[src/rtl/spdif_tx_pkg.sv]
`default_nettype none
// ==========================================================================
// spdif_tx_pkg : preambles, rate/divider encodings, slot map, FSM types
// Rev 1.0
// ==========================================================================
package spdif_tx_pkg;

  localparam logic [7:0] PRE_B = 8'b1110_1000;
  localparam logic [7:0] PRE_M = 8'b1110_0010;
  localparam logic [7:0] PRE_W = 8'b1110_0100;

  localparam logic [1:0] RATE_48K  = 2'b00;
  localparam logic [1:0] RATE_96K  = 2'b01;
  localparam logic [1:0] RATE_192K = 2'b10;
  localparam logic [1:0] RATE_RSVD = 2'b11;

  localparam logic [2:0] CELL_DIV_48K  = 3'd4;
  localparam logic [2:0] CELL_DIV_96K  = 3'd2;
  localparam logic [2:0] CELL_DIV_192K = 3'd1;

  localparam int unsigned SLOT_AUDIO_LSB = 4;
  localparam int unsigned SLOT_V         = 28;
  localparam int unsigned SLOT_U         = 29;
  localparam int unsigned SLOT_C         = 30;
  localparam int unsigned SLOT_P         = 31;
  localparam int unsigned AUDIO_W        = SLOT_V - SLOT_AUDIO_LSB;
  localparam int unsigned PAYLOAD_W      = SLOT_P - SLOT_AUDIO_LSB + 1;

  localparam int unsigned FRAMES_PER_BLOCK = 192;

  typedef enum logic [1:0] {
    PRE_SEL_B = 2'd0,
    PRE_SEL_M = 2'd1,
    PRE_SEL_W = 2'd2
  } pre_sel_e;

  typedef enum logic [1:0] {
    ST_PRE  = 2'd0,
    ST_DATA = 2'd1,
    ST_AUX  = 2'd2
  } seq_state_e;

  // Divider reload value (period - 1); anything unknown falls back to 48 kHz.
  function automatic logic [1:0] cell_div_m1(input logic [1:0] rate);
    logic [2:0] div;
    case (rate)
      RATE_96K:  div = CELL_DIV_96K;
      RATE_192K: div = CELL_DIV_192K;
      default:   div = CELL_DIV_48K;
    endcase
    return 2'(div - 3'd1);
  endfunction

endpackage
`default_nettype wire

[src/rtl/spdif_tx_bmc.sv]
`default_nettype none
// ==========================================================================
// spdif_tx_bmc : preamble/payload serializer, parity and biphase-mark line
// Rev 1.0
// ==========================================================================
module spdif_tx_bmc
  import spdif_tx_pkg::*;
(
  input  logic                 clk245760,
  input  logic                 rst,
  input  logic                 cell_en_i,
  input  logic                 pre_load_i,
  input  pre_sel_e             pre_sel_i,
  input  logic                 pay_load_i,
  input  logic [PAYLOAD_W-1:0] payload_i,
  output logic                 spdif_o
);

  logic                 line_q, line_d;
  logic                 inv_q, inv_cur;
  logic [5:0]           cnt_q, cnt_cur;
  logic [7:0]           pre_q, pre_pat, pat_cur;
  logic [PAYLOAD_W-1:0] sh_q, sh_d, bits_cur, payload_p;

  always_comb begin
    case (pre_sel_i)
      PRE_SEL_M: pre_pat = PRE_M;
      PRE_SEL_W: pre_pat = PRE_W;
      default:   pre_pat = PRE_B;
    endcase
  end

  // The P position arrives as 0 and is replaced so slots 4..31 carry even ones.
  always_comb begin
    payload_p            = payload_i;
    payload_p[PAYLOAD_W-1] = ^payload_i;
  end

  assign cnt_cur  = pre_load_i ? 6'd0 : cnt_q;
  assign pat_cur  = pre_load_i ? pre_pat : pre_q;
  assign inv_cur  = pre_load_i ? line_q : inv_q;
  assign bits_cur = pay_load_i ? payload_p : sh_q;

  always_comb begin
    line_d = line_q;
    sh_d   = sh_q;
    if (cnt_cur < 6'd8) begin
      line_d = pat_cur[~cnt_cur[2:0]] ^ inv_cur;
    end else if (!cnt_cur[0]) begin
      line_d = ~line_q;
      sh_d   = bits_cur;
    end else begin
      line_d = line_q ^ bits_cur[0];
      sh_d   = bits_cur >> 1;
    end
  end

  always_ff @(posedge clk245760) begin
    if (rst) begin
      line_q <= 1'b0;
      inv_q  <= 1'b0;
      cnt_q  <= 6'd0;
      pre_q  <= 8'd0;
      sh_q   <= '0;
    end else if (cell_en_i) begin
      line_q <= line_d;
      cnt_q  <= cnt_cur + 6'd1;
      sh_q   <= sh_d;
      if (pre_load_i) begin
        pre_q <= pre_pat;
        inv_q <= line_q;
      end
    end
  end

  assign spdif_o = line_q;

endmodule
`default_nettype wire

[src/rtl/spdif_tx.sv]
`default_nettype none
// ==========================================================================
// spdif_tx : IEC 60958 consumer transmitter (divider, sequencer, fetch)
// Option: SPDIF_TX_CSTAT_EN sends cdata_i[frame] as the C bit.
// Rev 1.0
// ==========================================================================
module spdif_tx
  import spdif_tx_pkg::*;
#(
  parameter logic [1:0] DEFAULT_RATE = RATE_48K
) (
  input  logic         clk245760,
  input  logic         rst,
  input  logic [1:0]   rate_i,
  output logic [1:0]   pop_o,
  input  logic [1:0]   ack_i,
  input  logic [23:0]  data_i,
  input  logic [191:0] cdata_i,
  output logic         spdif_o,
  output logic         block_o,
  output logic         underrun_o
);

  logic [1:0]           div_q, div_d, rate_q, rate_in;
  logic                 cell_q, cell_d, ch_q, ch_d;
  logic [4:0]           slot_q, slot_d;
  logic [7:0]           frame_q, frame_d;
  seq_state_e           state_q, state_d;
  logic                 pend_q, req_ch_q, got_q;
  logic [AUDIO_W-1:0]   sample_q;
  logic                 cell_en, sf_start, blk_start, pay_start, c_bit;
  pre_sel_e             pre_sel;
  logic [PAYLOAD_W-1:0] payload;

  assign rate_in   = (rate_i == RATE_RSVD) ? DEFAULT_RATE : rate_i;
  assign cell_en   = (div_q == 2'd0);
  assign sf_start  = cell_en && !cell_q && (state_q == ST_PRE) && (slot_q == 5'd0);
  assign blk_start = sf_start && !ch_q && (frame_q == 8'd0);
  assign pay_start = cell_en && !cell_q && (state_q == ST_DATA) && (slot_q == 5'(SLOT_AUDIO_LSB));

  // The block-start cell already runs at the newly latched rate.
  assign div_d = cell_en ? cell_div_m1(blk_start ? rate_in : rate_q) : div_q - 2'd1;

  always_comb begin
    state_d = state_q;
    cell_d  = cell_q;
    slot_d  = slot_q;
    ch_d    = ch_q;
    frame_d = frame_q;
    if (cell_en) begin
      cell_d = ~cell_q;
      if (cell_q) begin
        slot_d = slot_q + 5'd1;
        case (state_q)
          ST_PRE:  if (slot_q == 5'(SLOT_AUDIO_LSB - 1)) state_d = ST_DATA;
          ST_DATA: if (slot_q == 5'(SLOT_V - 1)) state_d = ST_AUX;
          ST_AUX: begin
            if (slot_q == 5'(SLOT_P)) begin
              state_d = ST_PRE;
              ch_d    = ~ch_q;
              if (ch_q) begin
                frame_d = (frame_q == 8'(FRAMES_PER_BLOCK - 1)) ? 8'd0 : frame_q + 8'd1;
              end
            end
          end
          default: state_d = ST_PRE;
        endcase
      end
    end
  end

  always_ff @(posedge clk245760) begin
    if (rst) begin
      div_q   <= 2'd0;
      rate_q  <= RATE_48K;
      cell_q  <= 1'b0;
      slot_q  <= 5'd0;
      ch_q    <= 1'b0;
      frame_q <= 8'd0;
      state_q <= ST_PRE;
    end else begin
      div_q   <= div_d;
      cell_q  <= cell_d;
      slot_q  <= slot_d;
      ch_q    <= ch_d;
      frame_q <= frame_d;
      state_q <= state_d;
      if (blk_start) rate_q <= rate_in;
    end
  end

  // Only the ack bit of the outstanding request counts, and only until slot 4.
  always_ff @(posedge clk245760) begin
    if (rst) begin
      pend_q   <= 1'b0;
      req_ch_q <= 1'b0;
      got_q    <= 1'b0;
      sample_q <= '0;
    end else if (sf_start) begin
      pend_q   <= 1'b1;
      req_ch_q <= ch_q;
      got_q    <= 1'b0;
    end else if (pend_q && ack_i[req_ch_q]) begin
      pend_q   <= 1'b0;
      got_q    <= 1'b1;
      sample_q <= data_i;
    end else if (pay_start) begin
      pend_q   <= 1'b0;
    end
  end

`ifdef SPDIF_TX_CSTAT_EN
  assign c_bit = cdata_i[frame_q];
`else
  logic cdata_unused;
  assign c_bit        = 1'b0;
  assign cdata_unused = ^cdata_i;
`endif

  always_comb begin
    payload                                 = '0;
    payload[AUDIO_W-1:0]                    = got_q ? sample_q : '0;
    payload[SLOT_V - SLOT_AUDIO_LSB]        = ~got_q;
    payload[SLOT_U - SLOT_AUDIO_LSB]        = 1'b0;
    payload[SLOT_C - SLOT_AUDIO_LSB]        = c_bit;
  end

  assign pre_sel = ch_q ? PRE_SEL_W : ((frame_q == 8'd0) ? PRE_SEL_B : PRE_SEL_M);

  spdif_tx_bmc u_bmc (
    .clk245760  (clk245760),
    .rst        (rst),
    .cell_en_i  (cell_en),
    .pre_load_i (sf_start),
    .pre_sel_i  (pre_sel),
    .pay_load_i (pay_start),
    .payload_i  (payload),
    .spdif_o    (spdif_o)
  );

  assign pop_o      = rst ? 2'b00 : {sf_start & ch_q, sf_start & ~ch_q};
  assign block_o    = blk_start & ~rst;
  assign underrun_o = pay_start & ~got_q & ~rst;

endmodule
`default_nettype wire

[config.mk]
export PLATFORM = sky130hd
export DESIGN_NAME = spdif_tx
export DESIGN_NICKNAME = d
export VERILOG_FILES = /design/src/rtl/spdif_tx_pkg.sv /design/src/rtl/spdif_tx_bmc.sv /design/src/rtl/spdif_tx.sv
export SDC_FILE = /design/constraint.sdc
export NUM_CORES = 1
export LEC_CHECK = 0
export ABC_CLOCK_PERIOD_IN_PS = 2400
export CORE_MARGIN = 2
export CORE_UTILIZATION = 28
export DETAILED_ROUTE_END_ITERATION = 16
export PLACE_DENSITY = 0.66
export SYNTH_ARGS = -nofsm -noshare
export SYNTH_HDL_FRONTEND = slang
export SYNTH_SLANG_ARGS = --single-unit
export TNS_END_PERCENT = 1
[constraint.sdc]
create_clock -name clk245760 -period 2.4 [get_ports clk245760]
set_input_delay 0.6 -clock clk245760 [delete_from_list [all_inputs] [get_ports clk245760]]
set_output_delay 0.6 -clock clk245760 [all_outputs]
set_load 0.02 [all_outputs]
==> results.yml, run 1 <==
cts:
  h-tree-depth: 3
  clk_latency_ps: 340
  cts_hold_buf: 0
  cts_made_buffers: 9
  cts_max_path_buffers: 2
  cts_tree: "done"
  cts.clk_slew.worst_paths_ps: 70
  post_cts_buffers: 0
  clkSinkCount: 92
  clock-root-buffer: "clkbuf_16"
synthesis:
  yosysWarnings: 0
  synthFlopType: "dfxtp_1"
  ys_seq_elements: 92
  yosys.area.top_type: "dfxtp_1"
  ys_seq_area_share_pct: 39.70
  synthArstFlopShare_pct: 0
  synth_edf_count: 0
  synth_top_area_share_pct: 39.70
  ys_types: 58
  syn-num-nets: 788
  netlist_top_cells_area: "dfxtp_1 (40%), nand2_1 (7.7%), mux2i_1 (6.7%)"
  yosysMostFrequentCell: "nand2_1"
  synthTopCellsByCount: "nand2_1 (95), dfxtp_1 (92), nor2_1 (62)"
  synthCells: 560
  syn_area_um2: 4639
  syn_avg_cell_area_um2: 8.285
detailed_routing:
  vias_per_cell: 4.765
  drt_iter0_drc: 263
  wl_per_cell_um: 12.23
  ant_nets: 0
  first_pass_iters: 4
  routed_wl_mm: 10.15
  drcViolationCount: 0
  vias: 3955
status:
  violations: "setup timing"
  outcome: "complete, but fails checks"
cells_and_area:
  stdcell_area_um2: 5777
  seqCellArea_um2: 1844
  antennaDiodeCount: 0
  fillers: 1704
  multiInputGateArea_um2: 2671
  layout-drive-gt1-share_pct: 14.10
  nets: 833
  area_growth_pct: 24.51
pwr:
  power_density_nw_per_um2: 866.0
  vdd_ir_drop_max_mv: 0.3887
  power.leakage_nw: 2.027
  total_power_w: 0.005003
placed_design:
  dp_hpwl_mm: 6.838
  gp_congestion: 0.7577
  dpl_cell_area_um2: 5409
  port_buffers: 34
timing:
  finalSetupViolCount: 4
  slew_violations: 0
  fmax_mhz: 396.9
  rsz0062_at_grt: "yes"
  hold_viol_final: 0
  timing.final.crit_share_pct: 105.0
  fin_ws_ps: -119.3
  holdWs_ps: 446.0
  tightestPinTransition_ps: 603.5
  fin_skew_ps: 5.979
  relSlewSlack_pct: 59.77
  finalCriticalPeriod_ps: 2519
setup_path:
  cp-end-kind: "output pin"
  reg2reg_depth: 8
  worstPathArrival_ps: 1920
  critPathMaxFanout: 3
  path_class: "reg2out"
  cp-start-kind: "register"
  required_ps: 1800
die:
  num_rows: 47
  die_w_um: 132.7
  die_h_um: 132.7
  core_um2: 16410
  initial_core_util_pct: 28.28
  pin_count: 227
  die_area_um2: 17610
min_path:
  holdCritPathClass: "reg2reg"
  min_path_cells: 2
global_routing:
  grt_use_total_pct: 11.93
  antenna_found_initial: 0
  grt_max_degree: 59
  grt.overflow.total: 0
  grt_pass1_wl_mm: 17.35
  grt_pass1_vias: 3653
run:
  drv_cap: 0
==> per-layer routing <==
metal	part of all wire (%)	wire, um	GRT usage [%]	up-vias
met5	0	0	0	-
met4	2.4	243	5.914	0
met3	3.1	317	1.686	13
met2	45	4592	18.74	68
met1	49	4995	16.06	1833
li1	-	-	-	2041
==> sequential cells by signal, indices dropped and copies added, names as in the netlist <==
name	flops
cell_q	1
rate_q	2
u_bmc.pre_q	8
sample_q	24
pend_q	1
state_q	2
ch_q	1
u_bmc.sh_q	28
u_bmc.inv_q	1
got_q	1
u_bmc.cnt_q	6
slot_q	5
u_bmc.spdif_o	1
div_q	2
frame_q	8
req_ch_q	1
==> worst max-delay path, cell delays in order (launching register included) <==
cell	delay [ps]
dfxtp_2	320
inv_2	60
ha_4	130
or3b_4	390
nor3_4	140
nand2_2	140
nor3_4	170
buf_6	130
buf_6	100
==> stage by stage <==
step                setup slack [ps]  util [%]  cells  setup TNS [ps]
floorplan                      56.95         -    560               0
finish                        -119.3     35.21    830          -399.5
global placement              -497.8     32.97    814           -1886
CTS                           -162.3     35.11    830          -534.0
detailed placement            -464.9     32.97    814           -1771
global route                  -230.7     35.21    830          -797.1
==> final timing paths <==
kind / from / endpoint / slack (ps)
worst max-delay path: slot_q[1]$_SDFFE_PP0P_ / pop_o[0] / -120
worst min-delay path: u_bmc.pre_q[2]$_SDFFE_PP0N_ / u_bmc.pre_q[2]$_SDFFE_PP0N_ / 450
worst max register to register: slot_q[1]$_SDFFE_PP0P_ / u_bmc.spdif_o$_SDFFE_PP0N_ / 280
worst min register to register: u_bmc.pre_q[2]$_SDFFE_PP0N_ / u_bmc.pre_q[2]$_SDFFE_PP0N_ / 450
==> area by class of cell <==
class                   count  area share (%)
clock inverters             3          0.7797
multi-input cells         421           46.24
repair buffers             72           11.20
clock buffers              13           4.505
flip-flops and latches     92           31.93
inverters                   9          0.5848
well taps                 220           4.765
==> cells by family (layout without fill, tap and decap cells) <==
family / count (synthesis) / after routing / share of synthesized area [%]
AO/OA/AOI/OAI: 116 / 116 / 16.48
flip-flops: 92 / 92 / 39.70
buffers and inverters: 47 / 97 / 4.126
multiplexers: 34 / 34 / 7.713
XOR/XNOR: 38 / 38 / 7.470
adder cells (fa/ha/maj): 6 / 6 / 1.618
AND/OR/NAND/NOR: 227 / 227 / 22.90
==> placed cells by master (no fill, tap or decap), types with 3 or more instances in the layout <==
cell | Yosys | final
inv_1 | 9 | 6
nor2b_1 | 4 | 4
clkdlybuf4s50_1 | 0 | 29
clkbuf_16 | 0 | 9
inv_2 | 0 | 3
nand4_1 | 8 | 8
a21oi_1 | 36 | 36
o211ai_1 | 32 | 32
xnor2_1 | 24 | 24
buf_4 | 2 | 37
xor2_1 | 13 | 13
a221o_1 | 3 | 3
nor2_1 | 62 | 61
and3_1 | 8 | 8
and2_1 | 5 | 5
buf_6 | 0 | 3
and4_1 | 5 | 5
o31ai_1 | 4 | 4
ha_1 | 6 | 5
nand2_1 | 95 | 93
o21ai_0 | 18 | 18
dfxtp_1 | 92 | 90
mux2i_1 | 31 | 31
nand3b_1 | 3 | 3
nand3_1 | 15 | 15
a22oi_1 | 3 | 3
nor3_1 | 6 | 3
nor2_2 | 4 | 5
==> power by group <==
group | switching [W] | total, W | leakage [nW] | internal (W)
clock | 0.000586 | 0.00145 | 0.142 | 0.000865
combinational | 0.000894 | 0.00173 | 1.14 | 0.000836
sequential | 0.000139 | 0.00182 | 0.746 | 0.00168
total | 0.00162 | 0.00500 | 2.03 | 0.00338
==> timing repair <==
item | CTS | global route
setup endpoints to repair | 4 | 4
resized for setup | 38 | 5
pin swaps | 4 | 3
Note: power is estimated with default switching activity, not from simulation.
==> inputs of run 2 (changes only) <==
--- a/config.mk
+++ b/config.mk
@@ -6,10 +6,12 @@
 export NUM_CORES = 1
 export LEC_CHECK = 0
 export ABC_CLOCK_PERIOD_IN_PS = 2400
+export CELL_PAD_IN_SITES_DETAIL_PLACEMENT = 1
+export CELL_PAD_IN_SITES_GLOBAL_PLACEMENT = 1
 export CORE_MARGIN = 2
 export CORE_UTILIZATION = 28
 export DETAILED_ROUTE_END_ITERATION = 16
-export PLACE_DENSITY = 0.66
+export PLACE_DENSITY = 0.86
 export SYNTH_ARGS = -nofsm -noshare
 export SYNTH_HDL_FRONTEND = slang
 export SYNTH_SLANG_ARGS = --single-unit
==> run 2 against run 1 <==
Compared with the run above:
- the run still ends with setup timing left
- register-to-register slack worse by 100 ps
- flip-flop and latch count is the same
- design area increased by 0.13%
- clock skew increased by 6.0 ps
- maximum frequency shrank 2.7%
- cell count rose by 0.12%
- first-iteration DRC count is 21% lower
==> results.yml, run 2 (synthesis results as in run 1) <==
setup_path:
  path_buf_inv: 3
  critPathMaxFanout: 3
  critPathMaxStageDelay_ps: 400
  regToRegEndpoint: "u_bmc.spdif_o$_SDFFE_PP0N_"
  required_ps: 1800
  worstPathArrival_ps: 1990
  crit_top_cell: "nand2_2"
  rrSetupSlack_ps: 180
  r2r-start: "slot_q[0]$_SDFFE_PP0P_"
  crit_family: "simple AND/OR/NAND/NOR gates"
  cp_cell_sequence: "inv_2 > ha_4 > or3b_4 > nor3_4 > nand2_2 > nor2_2 > nand2_2 > inv_1 > buf_4"
  cp_num_cells: 9
  critPathLaunch: "slot_q[0]$_SDFFE_PP0P_"
  cp-end-kind: "output pin"
  crit_path_end: "pop_o[1]"
  path_class: "reg2out"
  crit_slowest_cell: "or3b_4"
  cp-start-kind: "register"
  reg2reg_depth: 8
cells_and_area:
  antennaDiodeCount: 0
  area_growth_pct: 24.68
  largest_register: "u_bmc.sh_q"
  layout.cells.most_common: "nand2_1"
  instances_no_fill: 831
  multiInputGateArea_um2: 2665
  fillers: 1927
  nets: 835
  seqCellArea_um2: 1844
  stdcell_area_um2: 5784
  final_cell_mix: "nand2_1 (93), dfxtp_1 (90), nor2_1 (61)"
  layout-drive-gt1-share_pct: 14.40
  reg.largest.list: "u_bmc.sh_q: 28 flops, sample_q: 24 flops"
  largest_register_ffs: 28
pwr:
  vdd_ir_drop_max_mv: 0.4422
  power_density_nw_per_um2: 884.7
  power.leakage_nw: 2.043
  total_power_w: 0.005118
detailed_routing:
  vias_per_cell: 5.035
  ant_nets: 0
  routed_wl_mm: 12.67
  drcViolationCount: 0
  wl_per_cell_um: 15.25
  vias: 4184
  first_pass_iters: 5
  drt_iter0_drc: 209
cts:
  clk_latency_ps: 350
  cts.clk_slew.worst_paths_ps: 60
  cts_tree: "done"
  clock-root-buffer: "clkbuf_16"
  clkSinkCount: 92
  cts_made_buffers: 9
  cts_max_path_buffers: 2
  cts_hold_buf: 0
  h-tree-depth: 3
global_routing:
  grt_pass1_wl_mm: 21.37
  grt_use_total_pct: 14.88
  grt_max_degree: 57
  antenna_found_initial: 0
  grt_pass1_vias: 4366
  grt.overflow.total: 0
status:
  outcome: "complete, but fails checks"
  violations: "setup timing"
timing:
  relSlewSlack_pct: 63.36
  hold_viol_final: 0
  rsz0062_at_grt: "yes"
  finalCriticalPeriod_ps: 2590
  fin_ws_ps: -190.0
  tns_ps: -702.6
  slew_violations: 0
  fin_skew_ps: 11.97
  tightestPinTransition_ps: 535.7
  timing.final.crit_share_pct: 107.9
  finalSetupViolCount: 4
  fmax_mhz: 386.1
run:
  drv_cap: 0
die:
  die_area_um2: 17610
  pin_count: 227
  die_w_um: 132.7
  initial_core_util_pct: 28.28
  num_rows: 47
  core_um2: 16410
  die_h_um: 132.7
placed_design:
  gp_congestion: 0.7818
  dpl_cell_area_um2: 5401
  place_inst: 813
  port_buffers: 34
  dp_hpwl_mm: 8.340
min_path:
  holdCritPathClass: "reg2reg"
## run 2: cell count changes in the layout (fill, tap and decap cells not counted), sizes merged
cell and delta:
clkbuf -1, buf +2
## run 2: per-layer routing
layer  track usage (%)  share of wire, %
met1             18.22                45
met2             25.13                50
met3             3.257               3.5
met4             6.452               1.9
met5                 0                 0
## run 2: worst min-delay path: stages, from the launching register on
cell and delay (ps):
dfxtp_1 310, nand2_1 50, nand2_1 40
## run 2: power by group
| group | switching, W | internal (W) | total [W] |
|---|---|---|---|
| sequential | 0.000147 | 0.00168 | 0.00183 |
| combinational | 0.000962 | 0.000838 | 0.00180 |
| clock | 0.000601 | 0.000887 | 0.00149 |
## run 2: worst min path at each step
stage                     cells past startpoint  slack [ps]                   startpoint                           to
after detailed placement                      2         450  u_bmc.pre_q[2]$_SDFFE_PP0N_  u_bmc.pre_q[2]$_SDFFE_PP0N_
after CTS                                     2         460  u_bmc.pre_q[2]$_SDFFE_PP0N_  u_bmc.pre_q[2]$_SDFFE_PP0N_
after floorplan                               2         420  u_bmc.pre_q[2]$_SDFFE_PP0N_  u_bmc.pre_q[2]$_SDFFE_PP0N_
after global routing                          1         480  u_bmc.pre_q[3]$_SDFFE_PP0N_  u_bmc.pre_q[3]$_SDFFE_PP0N_
final                                         2         450  u_bmc.pre_q[2]$_SDFFE_PP0N_  u_bmc.pre_q[2]$_SDFFE_PP0N_
after global placement                        2         440  u_bmc.pre_q[2]$_SDFFE_PP0N_  u_bmc.pre_q[2]$_SDFFE_PP0N_
## run 2: through the flow
step / hold WS, ps / util, % / setup WS [ps]
after global routing: 480.3 / 35.26 / -248.3
after CTS: 456.2 / 35.22 / -187.7
final: 451.4 / 35.26 / -190.0
after global placement: 438.0 / 32.92 / -515.7
after detailed placement: 445.5 / 32.92 / -573.0
after floorplan: 422.1 / - / 56.95
## run 2: what timing repair did
| action | CTS | global route |
|---|---|---|
| setup endpoints to repair | 4 | 4 |
| pin swaps | 4 | 3 |
| gates resized for setup | 36 | 2 |
| cloned | 0 | 0 |
| setup buffers | 3 | 0 |
## run 2: cell type report
cell class                      instances  area share (%)
Multi-Input combinational cell        421           46.07
Clock buffer                           12           4.607
Inverter                                9          0.5840
Clock inverter                          3          0.7787
Timing Repair Buffer                   74           11.31
Tap cell                              220           4.759
Sequential cell                        92           31.88
==> RTL change 1: new RTL, flow settings as in run 1 <==
Encoding of `seq_state_e`: now one-hot (3 bits for 3 states).
--- a/src/rtl/spdif_tx_pkg.sv
+++ b/src/rtl/spdif_tx_pkg.sv
@@ -34,10 +34,10 @@
     PRE_SEL_W = 2'd2
   } pre_sel_e;
 
-  typedef enum logic [1:0] {
-    ST_PRE  = 2'd0,
-    ST_DATA = 2'd1,
-    ST_AUX  = 2'd2
+  typedef enum logic [2:0] {
+    ST_PRE  = 3'b001,
+    ST_DATA = 3'b010,
+    ST_AUX  = 3'b100
   } seq_state_e;
 
   // Divider reload value (period - 1); anything unknown falls back to 48 kHz.
Formal check against the unedited RTL: no difference found for any inputs over 10 cycles, from zero or initial values and one cycle with rst high; not proved beyond that.
==> RTL change 1 against run 1 <==
Sequential power barely moved; critical path depth is the same; power shrank 6.3%; sequential cell count up 1; cell area is 0.84% lower; synthesized cell count is 3.8% higher; global-route usage rose by 0.51 points; area after synthesis fell by 2.5%; wire length is 3.7% higher; fmax increased by 7.9%; combinational power shrank 17%; worst setup slack improved by 180 ps; largest power group unchanged.
==> RTL change 1: results (changes against run 1) <==
[layout]
drive_gt1_frac = 0.142  ; was 0.141
n_antenna_cell = 0  ; unchanged
largest_registers = u_bmc.sh_q x28, sample_q x24  ; unchanged
fillers = 1639  ; was 1,704
largest_reg_flops = 28  ; unchanged
nets = 864  ; was 833

[yosys]
synth_xor_xnor_area_share = 0.0727  ; was 0.0747
synth_area_leaders = dfxtp_1 (41%), nand2_1 (13%), a21oi_1 (8.1%)  ; was dfxtp_1 (40%), nand2_1 (7.7%), mux2i_1 (6.7%)
synth_fa_ha_area_frac = 0.0166  ; was 0.0162
synth-seq-area-share = 0.412  ; was 0.397
synth_top_flop_cell = dfxtp_1  ; unchanged
ys_warn_count = 0  ; unchanged
async_flop_share = 0  ; unchanged
synth_cell_types = 52  ; was 58
synth_compound_area_frac = 0.191  ; was 0.165
synth_mux_area_frac = 0.0169  ; was 0.0771
synth_fp_nets = 809  ; was 788
ys_top_cells_by_count = nand2_1 (156), dfxtp_1 (93), a21oi_1 (73)  ; was nand2_1 (95), dfxtp_1 (92), nor2_1 (62)

[grt]
antenna_found_initial = 0  ; unchanged
grt_usage = 0.124  ; was 0.119
grt_pass1_vias = 3743  ; was 3,653
grt_max_degree = 56  ; was 59
grt_pass1_wl_um = 17800  ; was 17,300 um

[setup_path]
regToRegSetupSlack_ps = 130  ; was 280 ps
rr_worst_depth = 10  ; was 8
crit_arrival_ps = 1740  ; was 1920 ps
crit_fanout = 3  ; unchanged
r2r_end = div_q[0]  ; was u_bmc.spdif_o
r2r_start = slot_q[1]  ; unchanged
cpPeakStageDelay_ps = 310  ; was 390 ps
crit_type = reg -> out  ; unchanged
cpMaxStageDelayCell = dfxtp_1  ; was or3b_4

[hold_path]
hold_end = u_bmc.sh_q[11]  ; was u_bmc.pre_q[2]
hold_path_startpoint = u_bmc.sh_q[11]  ; was u_bmc.pre_q[2]
min_delay_path_depth = 2  ; unchanged
holdCritPathClass = reg -> reg  ; unchanged

[clock_tree]
clk_pin_slew_ps = 60
clkLatencyLatePin_ps = 340  ; about the same
h-tree-depth = 3  ; unchanged
cts-root-buf = clkbuf_16  ; unchanged
cts_max_path_buffers = 2  ; unchanged
cts_made_buffers = 9  ; unchanged

[sta]
setup_viol = 0  ; was 4
skew_ps = 4.66  ; was 5.98 ps
slew_headroom = 0.697  ; was 0.598
whs_ps = 451  ; was 446 ps

[routing]
first_pass_iters = 4  ; unchanged
routedWlPerCell_um = 12.3  ; was 12.2 um
drt_iter0_drc = 338  ; was 263
vias_per_cell = 4.73  ; was 4.77

[placed_design]
place.gp.congestion = 0.757  ; was 0.758
numPortBuffers = 34  ; unchanged
dpl_cell_area_sq_um = 5350  ; was 5410 sq um
place_hpwl_um = 7040  ; was 6840 um

[run_status]
status = finished clean  ; was complete, but fails checks

[pwr]
irDropWorstVdd_v = 0.000395  ; was 0.000389 V
p_leak_nw = 1.96  ; was 2.03 nW

[run]
maxCapViolations = 0  ; unchanged

==> RTL change 1: cell count changes after synthesis, sizes merged, moves of 12 or more <==
| cell | change |
|---|---|
| mux2i | -31 |
| o21ai | +12 |
| nor2 | -34 |
| nand2 | +61 |
| a22oi | +18 |
| o211ai | -27 |
| a21oi | +37 |
==> RTL change 1: where the power goes <==
| part | total [mW] | internal (mW) | switching [mW] |
|---|---|---|---|
| clock | 1.44 | 0.859 | 0.582 |
| combinational | 1.43 | 0.684 | 0.746 |
| sequential | 1.82 | 1.68 | 0.135 |
==> RTL change 1: cell families (layout without fill, tap and decap cells) <==
kind of cell	after synthesis	count (layout)
flops	93	93
xor+xnor	36	36
compound gates	147	147
simple gates	249	249
buf+inv	45	104
mux	5	5
fa+ha+maj	6	6
==> RTL change 1: area by class of cell <==
class	instances	area, sq um	area share
clock buffer	12	256	0.0448
clock inverter	3	45.0	0.00786
inverter	7	26.3	0.00459
multi-input combinational	443	2570	0.449
sequential	93	1860	0.325
tap	216	270	0.0472
timing repair buffer	82	694	0.121
==> RTL change 1: worst max-delay path by stage <==
stage	startpoint	to	slack [ps]	cells after the start
floorplan	slot_q[0]	underrun_o	-50	7
global placement	slot_q[0]	pop_o[0]	-220	8
detailed placement	slot_q[0]	pop_o[0]	-230	8
CTS	slot_q[1]	pop_o[0]	-30	8
global route	slot_q[1]	underrun_o	-20	8
finish	slot_q[1]	underrun_o	60	8
==> RTL change 1: stage by stage <==
| stage | setup TNS, ps | std cells | setup WS, ps |
|---|---|---|---|
| after floorplan | -47.7 | 581 | -47.7 |
| after global placement | -571 | 841 | -221 |
| after detailed placement | -623 | 841 | -231 |
| after CTS | -32.0 | 856 | -32.0 |
| after global routing | -22.1 | 856 | -16.0 |
| final | 0 | 856 | 64.7 |
==> RTL change 1: layer usage <==
| layer | GRT usage | wire [um] | vias to the layer above |
|---|---|---|---|
| li1 | - | - | 2099 |
| met1 | 0.166 | 5110 | 1881 |
| met2 | 0.198 | 4930 | 63 |
| met3 | 0.0243 | 326 | 10 |
| met4 | 0.0489 | 158 | 0 |
| met5 | 0 | 0 | - |
==> RTL change 1: worst max-delay path: cells and delay by family (launching register included) <==
family / cells / cell delay, ps
buffers and inverters: 4 / 520
AND/OR/NAND/NOR: 3 / 420
flip-flops: 1 / 310
adder cells (fa/ha/maj): 1 / 140
==> RTL change 1: what timing repair did <==
item | 4_1_cts | 5_1_grt
setup endpoints to repair | 4 | 9
gates cloned | 0 | 0
gates resized for setup | 28 | 13
pin swaps | 2 | 2
hold buffers | 0 | 0
setup buffers | 0 | 1
==> RTL change 2: new RTL, settings of run 1 <==
Without the edit above. Build with the macro `SPDIF_TX_CSTAT_EN` defined.
--- a/src/rtl/spdif_tx.sv
+++ b/src/rtl/spdif_tx.sv
@@ -4,6 +4,8 @@
 // Option: SPDIF_TX_CSTAT_EN sends cdata_i[frame] as the C bit.
 // Rev 1.0
 // ==========================================================================
+`define SPDIF_TX_CSTAT_EN
+
 module spdif_tx
   import spdif_tx_pkg::*;
 #(
Behaviour: no difference found for any inputs over 10 cycles, from zero or initial values and one cycle with rst high; that may be too few to reach the edited logic, so the function may still have changed.
==> RTL change 2 against run 1 <==
The flow still finishes with violations (setup timing); largest power group unchanged; area after synthesis is 36% higher; non-clock buffer count is 229 higher; cell area is 65% higher; fmax is 1.9% higher; wire length is 110% higher; sequential cell count stayed put; final cell count is 53% higher; power is 4.8% lower; hold slack better by 9.1 ps; count of clock-buffer cells in the layout is 3 lower; sequential power is 3% lower; worst setup slack better by 48 ps.
==> RTL change 2: results (changes against run 1) <==
[placed_design]
place_hpwl_um = 16400  ; was 6840 um
numPortBuffers = 226  ; was 34

[sta]
tns_ps = -167  ; was -400 ps
skew_ps = 8.65  ; was 5.98 ps
fin_ws_ps = -71.6  ; was -119 ps
setup_viol = 4  ; unchanged

[setup_path]
rr_worst_depth = 9  ; was 8
endpoint = u_bmc.sh_q[26]  ; was pop_o[0]
regToRegSetupSlack_ps = -40  ; was 280 ps
cpMaxStageDelayCell = mux4_2  ; was or3b_4
crit_arrival_ps = 2700  ; was 1920 ps
crit_type = in -> reg  ; was reg -> out
setup.worst_path.start = cdata_i[69]  ; was slot_q[1]
cpPeakStageDelay_ps = 470  ; was 390 ps
r2r_end = u_bmc.sh_q[26]  ; was u_bmc.spdif_o

[pwr]
p_leak_nw = 3.51  ; was 2.03 nW

[yosys]
synth_area_leaders = dfxtp_1 (29%), mux4_2 (11%), nand2_1 (8.3%)  ; was dfxtp_1 (40%), nand2_1 (7.7%), mux2i_1 (6.7%)
synth_compound_area_frac = 0.149  ; was 0.165
synth-seq-area-share = 0.291  ; was 0.397
synth_xor_xnor_area_share = 0.0539  ; was 0.0747
synth_mux_area_frac = 0.224  ; was 0.0771

[run_status]
status = complete, but fails checks  ; unchanged
violations = setup timing  ; unchanged

[grt]
grt_util_met2 = 0.284  ; was 0.187
grt_max_degree = 40  ; was 59
grt_usage = 0.173  ; was 0.119
antenna_found_initial = 1  ; was 0

[layout]
drive_gt1_frac = 0.161  ; was 0.141
fillers = 2189  ; was 1,704

[routing]
routedWlPerCell_um = 16.4  ; was 12.2 um
vias = 6381  ; was 3,955

-- RTL change 2: cell types whose count changed in the layout (fill, tap and decap cells not counted), sizes merged, moves of 6 or more --
| cell | change |
|---|---|
| buf | +35 |
| xnor2 | +6 |
| o211ai | -28 |
| nand2 | +45 |
| mux2i | -8 |
| nor2 | -6 |
| a21oi | +53 |
| a221oi | +6 |
| and3 | +16 |
| mux4 | +48 |
| clkdlybuf4s50 | +171 |
| dlygate4sd2 | +18 |
-- RTL change 2: worst max-delay path, delay by kind of cell --
family                 cells  cell delay, ps
multiplexers               2             660
AND/OR/NAND/NOR            1             160
buffers and inverters      1             410
AO/OA/AOI/OAI              5             870
-- RTL change 2: final cells by class --
class,instances,area (sq um),area share
multi-input cells,564,4170,0.436
repair buffers,301,2850,0.298
flip-flops and latches,92,1850,0.194
well taps,285,357,0.0373
clock buffers,10,229,0.0240
clock inverters,6,65.1,0.00681
inverters,11,45.0,0.00471
-- RTL change 2: cell families (layout without fill, tap and decap cells) --
| logic type | after synthesis | count (layout) |
|---|---|---|
| AND/OR/NAND/NOR | 287 | 287 |
| AO/OA/AOI/OAI | 157 | 157 |
| flip-flops | 92 | 92 |
| multiplexers | 75 | 75 |
| buffers and inverters | 72 | 328 |
| XOR/XNOR | 39 | 39 |
| adder cells (fa/ha/maj) | 6 | 6 |
-- RTL change 2: power by group --
group	internal (mW)	switching, mW	total [mW]
Sequential	1.65	0.113	1.76
Combinational	0.844	0.737	1.58
Clock	0.806	0.614	1.42
Total	3.30	1.46	4.76
-- RTL change 2: what timing repair did --
action,4_1_cts,5_1_grt
endpoints found under the setup margin,8,17
buffers inserted,0,10
resized for setup,48,18
endpoints found under the hold margin,0,0
pin swaps,16,11
-- RTL change 2: how the worst min path moves through the flow --
stage	start	slack (ps)	end	depth (start not counted)
6_report	u_bmc.sh_q[19]	460	u_bmc.sh_q[19]	2
5_1_grt	u_bmc.sh_q[13]	470	u_bmc.sh_q[13]	2
4_1_cts	u_bmc.sh_q[19]	460	u_bmc.sh_q[19]	2
3_5_place_dp	u_bmc.sh_q[13]	450	u_bmc.sh_q[13]	2
3_3_place_gp	u_bmc.sh_q[2]	440	u_bmc.sh_q[2]	2
2_1_floorplan	u_bmc.pre_q[1]	430	u_bmc.pre_q[1]	2
-- RTL change 2: metrics by stage --
step                worst slack, ps  instances
CTS                           -77.8       1259
detailed placement             -534       1243
global placement               -479       1243
global route                   -151       1269
floorplan                     -55.0        728
finish                        -71.6       1269
-- RTL change 2: metal layers --
| layer | part of all wire | up-vias | wire, um |
|---|---|---|---|
| met5 | 0.00057 | - | 12 |
| met3 | 0.049 | 33 | 1030 |
| met1 | 0.45 | 3034 | 9400 |
| met2 | 0.48 | 164 | 10100 |
| li1 | - | 3148 | - |
| met4 | 0.018 | 2 | 373 |
